[src/rtl/fifo_word_assembler_pkg.sv]
// Shared constants, state encoding and byte-lane helper for the FIFO word assembler.
package fifo_word_assembler_pkg;

  localparam int MARKER_BIT = 8;
  localparam int BYTE_W     = 8;
  localparam int WORD_BYTES = 4;
  localparam logic [1:0] LAST_IDX = 2'(WORD_BYTES - 1);

  typedef enum logic [1:0] {
    HUNT    = 2'd0,
    COLLECT = 2'd1,
    HOLD    = 2'd2
  } state_t;

  // Places a byte into the little-endian partial word (lanes 0..2 only).
  function automatic logic [23:0] put_byte(input logic [23:0] acc,
                                           input logic [1:0]  idx,
                                           input logic [7:0]  b);
    logic [23:0] r;
    r = acc;
    case (idx)
      2'd1:    r[15:8]  = b;
      2'd2:    r[23:16] = b;
      default: r[7:0]   = b;
    endcase
    return r;
  endfunction

endpackage

[src/rtl/fifo_word_assembler.sv]
// Pops marker-framed bytes from the 9-bit FIFO and hands little-endian 32-bit
// words to the fetch path over valid/ready, flagging and recovering from framing loss.
module fifo_word_assembler
  import fifo_word_assembler_pkg::*;
#(
  parameter int CNT_W = 16
) (
  input  logic             clk_I,
  input  logic             reset_I,
  input  logic [8:0]       fifo_data_I,
  input  logic             fifo_empty_I,
  output logic             fifo_pop_O,
  output logic [31:0]      word_O,
  output logic             word_valid_O,
  input  logic             word_ready_I,
  output logic             sync_err_O,
  output logic [CNT_W-1:0] word_cnt_O
);

  state_t           state_r;
  logic [1:0]       byte_idx_r;
  logic             pend_r;
  logic [23:0]      partial_r;
  logic [31:0]      word_r;
  logic             valid_r;
  logic             err_r;
  logic [CNT_W-1:0] cnt_r;
  logic             pop_s;
  logic             marker_s;
  logic [7:0]       byte_s;

  assign marker_s = fifo_data_I[MARKER_BIT];
  assign byte_s   = fifo_data_I[BYTE_W-1:0];

  // Pop request; withheld on the last byte of a word so nothing is in flight when it completes.
  always_comb begin
    pop_s = 1'b0;
    if (reset_I && !fifo_empty_I && !valid_r && !(pend_r && byte_idx_r == LAST_IDX)) begin
      pop_s = 1'b1;
    end else begin
      pop_s = 1'b0;
    end
  end

  // Framing state machine, word assembly, handshake and delivered-word counter.
  always_ff @(posedge clk_I or negedge reset_I) begin
    if (!reset_I) begin
      state_r    <= HUNT;
      byte_idx_r <= 2'd0;
      pend_r     <= 1'b0;
      partial_r  <= 24'h0;
      word_r     <= 32'h0;
      valid_r    <= 1'b0;
      err_r      <= 1'b0;
      cnt_r      <= '0;
    end else begin
      pend_r <= pop_s;
      err_r  <= 1'b0;
      case (state_r)
        HUNT: begin
          if (pend_r) begin
            if (marker_s) begin
              partial_r  <= {16'h0, byte_s};
              byte_idx_r <= 2'd1;
              state_r    <= COLLECT;
            end else begin
              err_r <= 1'b1;
            end
          end
        end
        COLLECT: begin
          if (pend_r) begin
            if (marker_s) begin
              // Early marker: drop the partial word and restart from this byte.
              err_r      <= 1'b1;
              partial_r  <= {16'h0, byte_s};
              byte_idx_r <= 2'd1;
            end else if (byte_idx_r == LAST_IDX) begin
              word_r     <= {byte_s, partial_r};
              valid_r    <= 1'b1;
              byte_idx_r <= 2'd0;
              state_r    <= HOLD;
            end else begin
              partial_r  <= put_byte(partial_r, byte_idx_r, byte_s);
              byte_idx_r <= byte_idx_r + 2'd1;
            end
          end
        end
        HOLD: begin
          if (word_ready_I) begin
            valid_r <= 1'b0;
            cnt_r   <= cnt_r + CNT_W'(1);
            state_r <= HUNT;
          end
        end
        default: begin
          state_r    <= HUNT;
          byte_idx_r <= 2'd0;
          valid_r    <= 1'b0;
        end
      endcase
    end
  end

  assign fifo_pop_O   = pop_s;
  assign word_O       = word_r;
  assign word_valid_O = valid_r;
  assign sync_err_O   = err_r;
  assign word_cnt_O   = cnt_r;

endmodule

[config.mk]
export PLATFORM = sky130hd
export DESIGN_NAME = fifo_word_assembler
export DESIGN_NICKNAME = d
export VERILOG_FILES = /design/src/rtl/fifo_word_assembler_pkg.sv /design/src/rtl/fifo_word_assembler.sv
export SDC_FILE = /design/constraint.sdc
export NUM_CORES = 1
export LEC_CHECK = 0
export CAP_MARGIN = 20
export CORE_UTILIZATION = 40
export CTS_CLUSTER_SIZE = 28
export DETAILED_ROUTE_END_ITERATION = 12
export PLACE_DENSITY = 0.62
export SYNTH_ARGS = -nofsm -noshare
export SYNTH_HDL_FRONTEND = slang
export SYNTH_SLANG_ARGS = --single-unit
[constraint.sdc]
create_clock -name clk_I -period 1.8 [get_ports clk_I]
set_input_delay 0.45 -clock clk_I [delete_from_list [all_inputs] [get_ports clk_I]]
set_output_delay 0.45 -clock clk_I [all_outputs]
set_load 0.02 [all_outputs]
==> qor.txt, run 1 <==
worst-skew pair later-pin latency - 0.35 ns
first-pass GRT wire length - 10520 um
TritonCTS clock tree - built
Layout Nets - 351
largest net degree at the start of global routing - 80
Cell Pwr Density - 1328 nW/um^2
Top delay family on crit path - buffers and inverters
EDFF count, synth - 0
WL per Instance - 14.12 um
FF/Latch Area - 1977 sq um
Filler cells - 693
Die Span Y - 92.93 um
initial antenna violation count - 0
Setup Viol. Count Final - 0
Cells after Synth - 247
core area - 7848 sq um
Max Clock Freq - 0.5726 GHz
Initial Utilization - 42.14%
min Tclk post-route - 1.746 ns
worst vdd ir - 0.6938 mV
Synth top area share - 59.78%
area of the multi-input gates - 1246 sq um
nature of the critical path endpoint - output pin
Tcrit/Tclk final - 97.02%
HPWL after detailed placement - 4266 um
final setup margin - 0.05356 ns
synth unique cells - 32
post-CTS setup buffers - 0
# resized after CTS - 28
hold buffers post-CTS - 0
ys async rst share - 100.0%
# port buffers - 63
Hold Slack - 0.1786 ns
total track usage - 16.11%
post-synthesis sequential area ratio - 59.78%
Commonest cells post-synth - dfrtp_1 (79), nand2_1 (35), mux2_4 (28)
cts bufs inserted - 9
clk root buf - clkbuf_8
Static Leakage - 2.574 nW
Util after Layout - 56.20%
Pre-Repair DR Iteration Count - 4
kind of critical path - flip-flop to output pin
max cap viols - 0
Place WS - -0.3601 ns
antenna fix cells - 0
CTS H-tree lvls - 3
GPL Wtd Cong - 0.7910
placed cell count - 424
count leader, synth - dfrtp_1
Avg Inst Size Synth - 13.39 sq um
Synth area leader - dfrtp_1
status - completed
grt ovf - 0
Data arrival, critical path - 1.30 ns
CP Cell Sequence - clkdlybuf4s50_1
layout cell share with drive strength beyond 1 - 25.66%
die area - 8635 sq um
drt via density - 4.830
top cells by area in the synthesized netlist - dfrtp_1 (60%), mux2_4 (13%), mux2_2 (4.4%)
Seq cells post-synth - 79
Crit Path Max Fanout - 2
Worst EP required - 1.35 ns
Worst-Margin Slew - 0.5246 ns
DIE WIDTH - 92.93 um
clock sink total - 79
Post-synth top flop - dfrtp_1
Ports - 64
Fin. Hold Viols - 0
row count - 32
Slew Limit Fails - 0
DRC - 0
Startpoint Class - flip-flop
routed wire length - 6225 um
Setup Skew - 0.01214 ns
clock slew at reported path FFs - 0.08 ns
Buf/Inv on CP - 1
Non-Filler Instances - 441
CTS Buffer Depth - 2
number of DRC markers in iteration 0 - 64
Area growth syn-to-layout - 33.37%
CP max stage delay - 0.62 ns
vias in the first global route - 2111
Crit-path slowest cell - clkdlybuf4s50_1
Worst Hold Class - input pin to asynchronous set/reset pin
ANT nets after route - 0
Max-slew headroom - 65.03%
synthesized area - 3307 sq um
Synth Net Count - 264
Yosys warning count - 0
Vias - 2130
-- metrics by stage --
stage | TNS [ns] | power [mW] | instance area, sq um
floorplan | 0 | 3.849 | 3307
global placement | -1.274 | 4.787 | 4178
detailed placement | -1.840 | 4.830 | 4178
CTS | 0 | 5.958 | 4319
global route | -0.004241 | 6.237 | 4410
finish | 0 | 5.855 | 4410
-- kinds of logic after synthesis --
| group | share of synthesized area, % |
|---|---|
| DFF | 59.78 |
| and+or+nand+nor | 9.800 |
| muxes | 17.14 |
| AOI/OAI and AO/OA | 4.957 |
| xor gates and xnor gates | 3.973 |
| buffers and inverters | 2.837 |
| adders and majority gates | 1.513 |
-- registers in the layout, indices dropped and copies added, names as in the netlist --
signal        flops
byte_idx_r        2
word_cnt_O       16
word_valid_O      1
state_r           2
pend_r            1
sync_err_O        1
word_O           32
partial_r        24
-- routing by layer --
layer	vias to the layer above	GRT usage [%]	wire, um
met5	-	0	0
met4	0	8.077	129
met3	11	3.859	231
met2	45	24.08	2866
met1	1045	21.83	2998
li1	1029	-	-
-- final timing paths --
kind | from | endpoint | slack [ns] | depth (start not counted)
max reg2reg | byte_idx_r[0] | partial_r[7] | 0.11 | 7
min | reset_I | sync_err_O | 0.18 | 2
max | word_O[31] | word_O[31] | 0.05 | 1
min in group clk_I | reset_I | pend_r | 0.40 | 2
min reg2reg | word_cnt_O[15] | word_cnt_O[15] | 0.48 | 1
max in group asynchronous | reset_I | word_O[23] | 1.04 | 3
-- area by class of cell --
| class | instances | share of cell area [%] |
|---|---|---|
| clock inverter | 5 | 0.7092 |
| clock buffer | 11 | 3.206 |
| timing repair buffer | 86 | 19.69 |
| inverter | 5 | 0.4255 |
| sequential | 79 | 44.82 |
| tap | 102 | 2.894 |
| multi-input combinational | 153 | 28.26 |
-- layout by cell type (no fill, tap or decap), drive strengths merged --
cell           instances
clkbuf                11
nand3                  4
o21a                   1
mux2                  41
and4                   2
dlymetal6s2s          23
nor3b                  1
clkdlybuf4s50         15
o2bb2ai                1
xor2                   3
inv                    6
dfrtp                 79
a22oi                  1
o21ai                 24
clkinv                 3
nor2                   5
ha                     4
a21oi                  1
nand3b                 1
o211ai                 1
nand2                 35
nor3                   1
nand4                  8
and3b                  3
nor2b                  1
xnor2                 12
and3                   2
clkinvlp               1
dlygate4sd2           23
nand2b                 1
buf                   25
-- power breakdown --
group	internal, mW	switching (mW)
registers	2.32	0.303
clock network	0.537	0.638
logic	1.10	0.958
total	3.96	1.90
Note: power is estimated with default switching activity, not from simulation.
==> run 2: changes to the inputs <==
Settings changed: CORE_MARGIN from default to 8.
==> qor.txt, run 2 (synthesized netlist as in run 1, its figures left out) <==
CP Cell Sequence - clkdlybuf4s50_1
Startpoint Class - flip-flop
Setup Viol. Count Final - 0
number of DRC markers in iteration 0 - 87
post-CTS setup buffers - 0
layout cell share with drive strength beyond 1 - 25.74%
max cap viols - 0
Layout Nets - 351
Max Clock Freq - 0.5707 GHz
Initial Utilization - 40.66%
Buf/Inv on CP - 1
Ports - 64
ANT nets after route - 0
# port buffers - 63
clk root buf - clkbuf_8
commonest non-fill, non-tap cells in the layout - dfrtp_1 (79), nand2_1 (34), mux2_4 (28)
Area growth syn-to-layout - 35.19%
GPL Wtd Cong - 0.7267
DRC - 0
cts bufs inserted - 9
DIE WIDTH - 106.9 um
unrepaired setup endpoints after global routing - yes
Worst EP required - 1.35 ns
kind of critical path - flip-flop to output pin
clock sink total - 79
min Tclk post-route - 1.752 ns
FF/Latch Area - 1977 sq um
worst-skew pair later-pin latency - 0.34 ns
Fin. Hold Viols - 0
status - completed
die area - 11430 sq um
antenna fix cells - 0
total track usage - 12.82%
Slew Limit Fails - 0
Filler cells - 704
grt ovf - 0
clock slew at reported path FFs - 0.08 ns
worst vdd ir - 0.4603 mV
first-pass GRT wire length - 11700 um
Cell Pwr Density - 1374 nW/um^2
Die Span Y - 106.9 um
row count - 33
WL per Instance - 15.26 um
nature of the critical path endpoint - output pin
Top delay family on crit path - buffers and inverters
HPWL after detailed placement - 4826 um
largest net degree at the start of global routing - 80
CTS H-tree lvls - 3
Data arrival, critical path - 1.30 ns
Non-Filler Instances - 443
Static Leakage - 2.597 nW
Setup Skew - 0.01210 ns
CP max stage delay - 0.61 ns
max FFs per register - 32
most common cell after layout, fill and taps aside - dfrtp_1
Worst-Margin Slew - 0.5175 ns
vias in the first global route - 2328
Crit Path Max Fanout - 2
Pre-Repair DR Iteration Count - 4
TritonCTS clock tree - built
CTS Buffer Depth - 2
area of the multi-input gates - 1246 sq um
core area - 8134 sq um
worst reg-to-reg path cell count - 7
routed wire length - 6759 um
Vias - 2159
initial antenna violation count - 0
placed cell count - 427
drt via density - 4.874
Crit-path slowest cell - clkdlybuf4s50_1
Pwr Total - 6.144 mW
Tcrit/Tclk final - 97.34%
Max-slew headroom - 65.50%
Worst Hold Class - input pin to asynchronous set/reset pin
Crit path depth - 1
## run 2: worst paths after layout
check                      slack [ns]           start             end
min in group clk_I               0.41         reset_I          pend_r
max                              0.05      word_O[22]      word_O[22]
min reg2reg                      0.47  word_cnt_O[15]  word_cnt_O[15]
max reg2reg                      0.09   byte_idx_r[0]    partial_r[7]
min                              0.17         reset_I      sync_err_O
max in group asynchronous        1.05         reset_I   partial_r[23]
## run 2: stage by stage
step / setup WS, ns / hold slack (ns) / util, % / setup TNS [ns] / instance area, sq um
after floorplan: 0.1749 / 0.1544 / - / 0 / 3307
after global placement: -0.3622 / 0.4625 / 51.56 / -0.6042 / 4194
after detailed placement: -0.3974 / 0.4659 / 51.56 / -1.331 / 4194
after CTS: -0.03654 / 0.3828 / 53.75 / -0.03654 / 4372
after global routing: -0.03375 / 0.2048 / 54.96 / -0.1589 / 4471
final: 0.04780 / 0.1734 / 54.96 / 0 / 4471
## run 2: layer usage
| metal | wire length [um] | track usage, % |
|---|---|---|
| met1 | 3097 | 16.44 |
| met4 | 126 | 6.332 |
| met5 | 0 | 0 |
| met3 | 315 | 3.419 |
| met2 | 3220 | 19.63 |
## run 2: power breakdown
group	switching (mW)	total (mW)	leakage [nW]	internal, mW
Sequential	0.316	2.63	1.05	2.32
Combinational	0.988	2.10	1.44	1.11
Clock	0.638	1.41	0.109	0.771
Total	1.94	6.14	2.60	4.20
## run 2: layout make-up
class                   instances  share of cell area [%]
clock inverters                 6                   1.875
clock buffers                   9                   2.771
flip-flops and latches         79                   44.22
inverters                       5                  0.4198
multi-input cells             153                   27.88
repair buffers                 86                   19.90
well taps                     105                   2.939
## run 2: repair_timing
action	CTS	global route
endpoints found under the setup margin	23	25
resized for setup	27	29
hold endpoints to repair	0	0
hold buffers	0	0
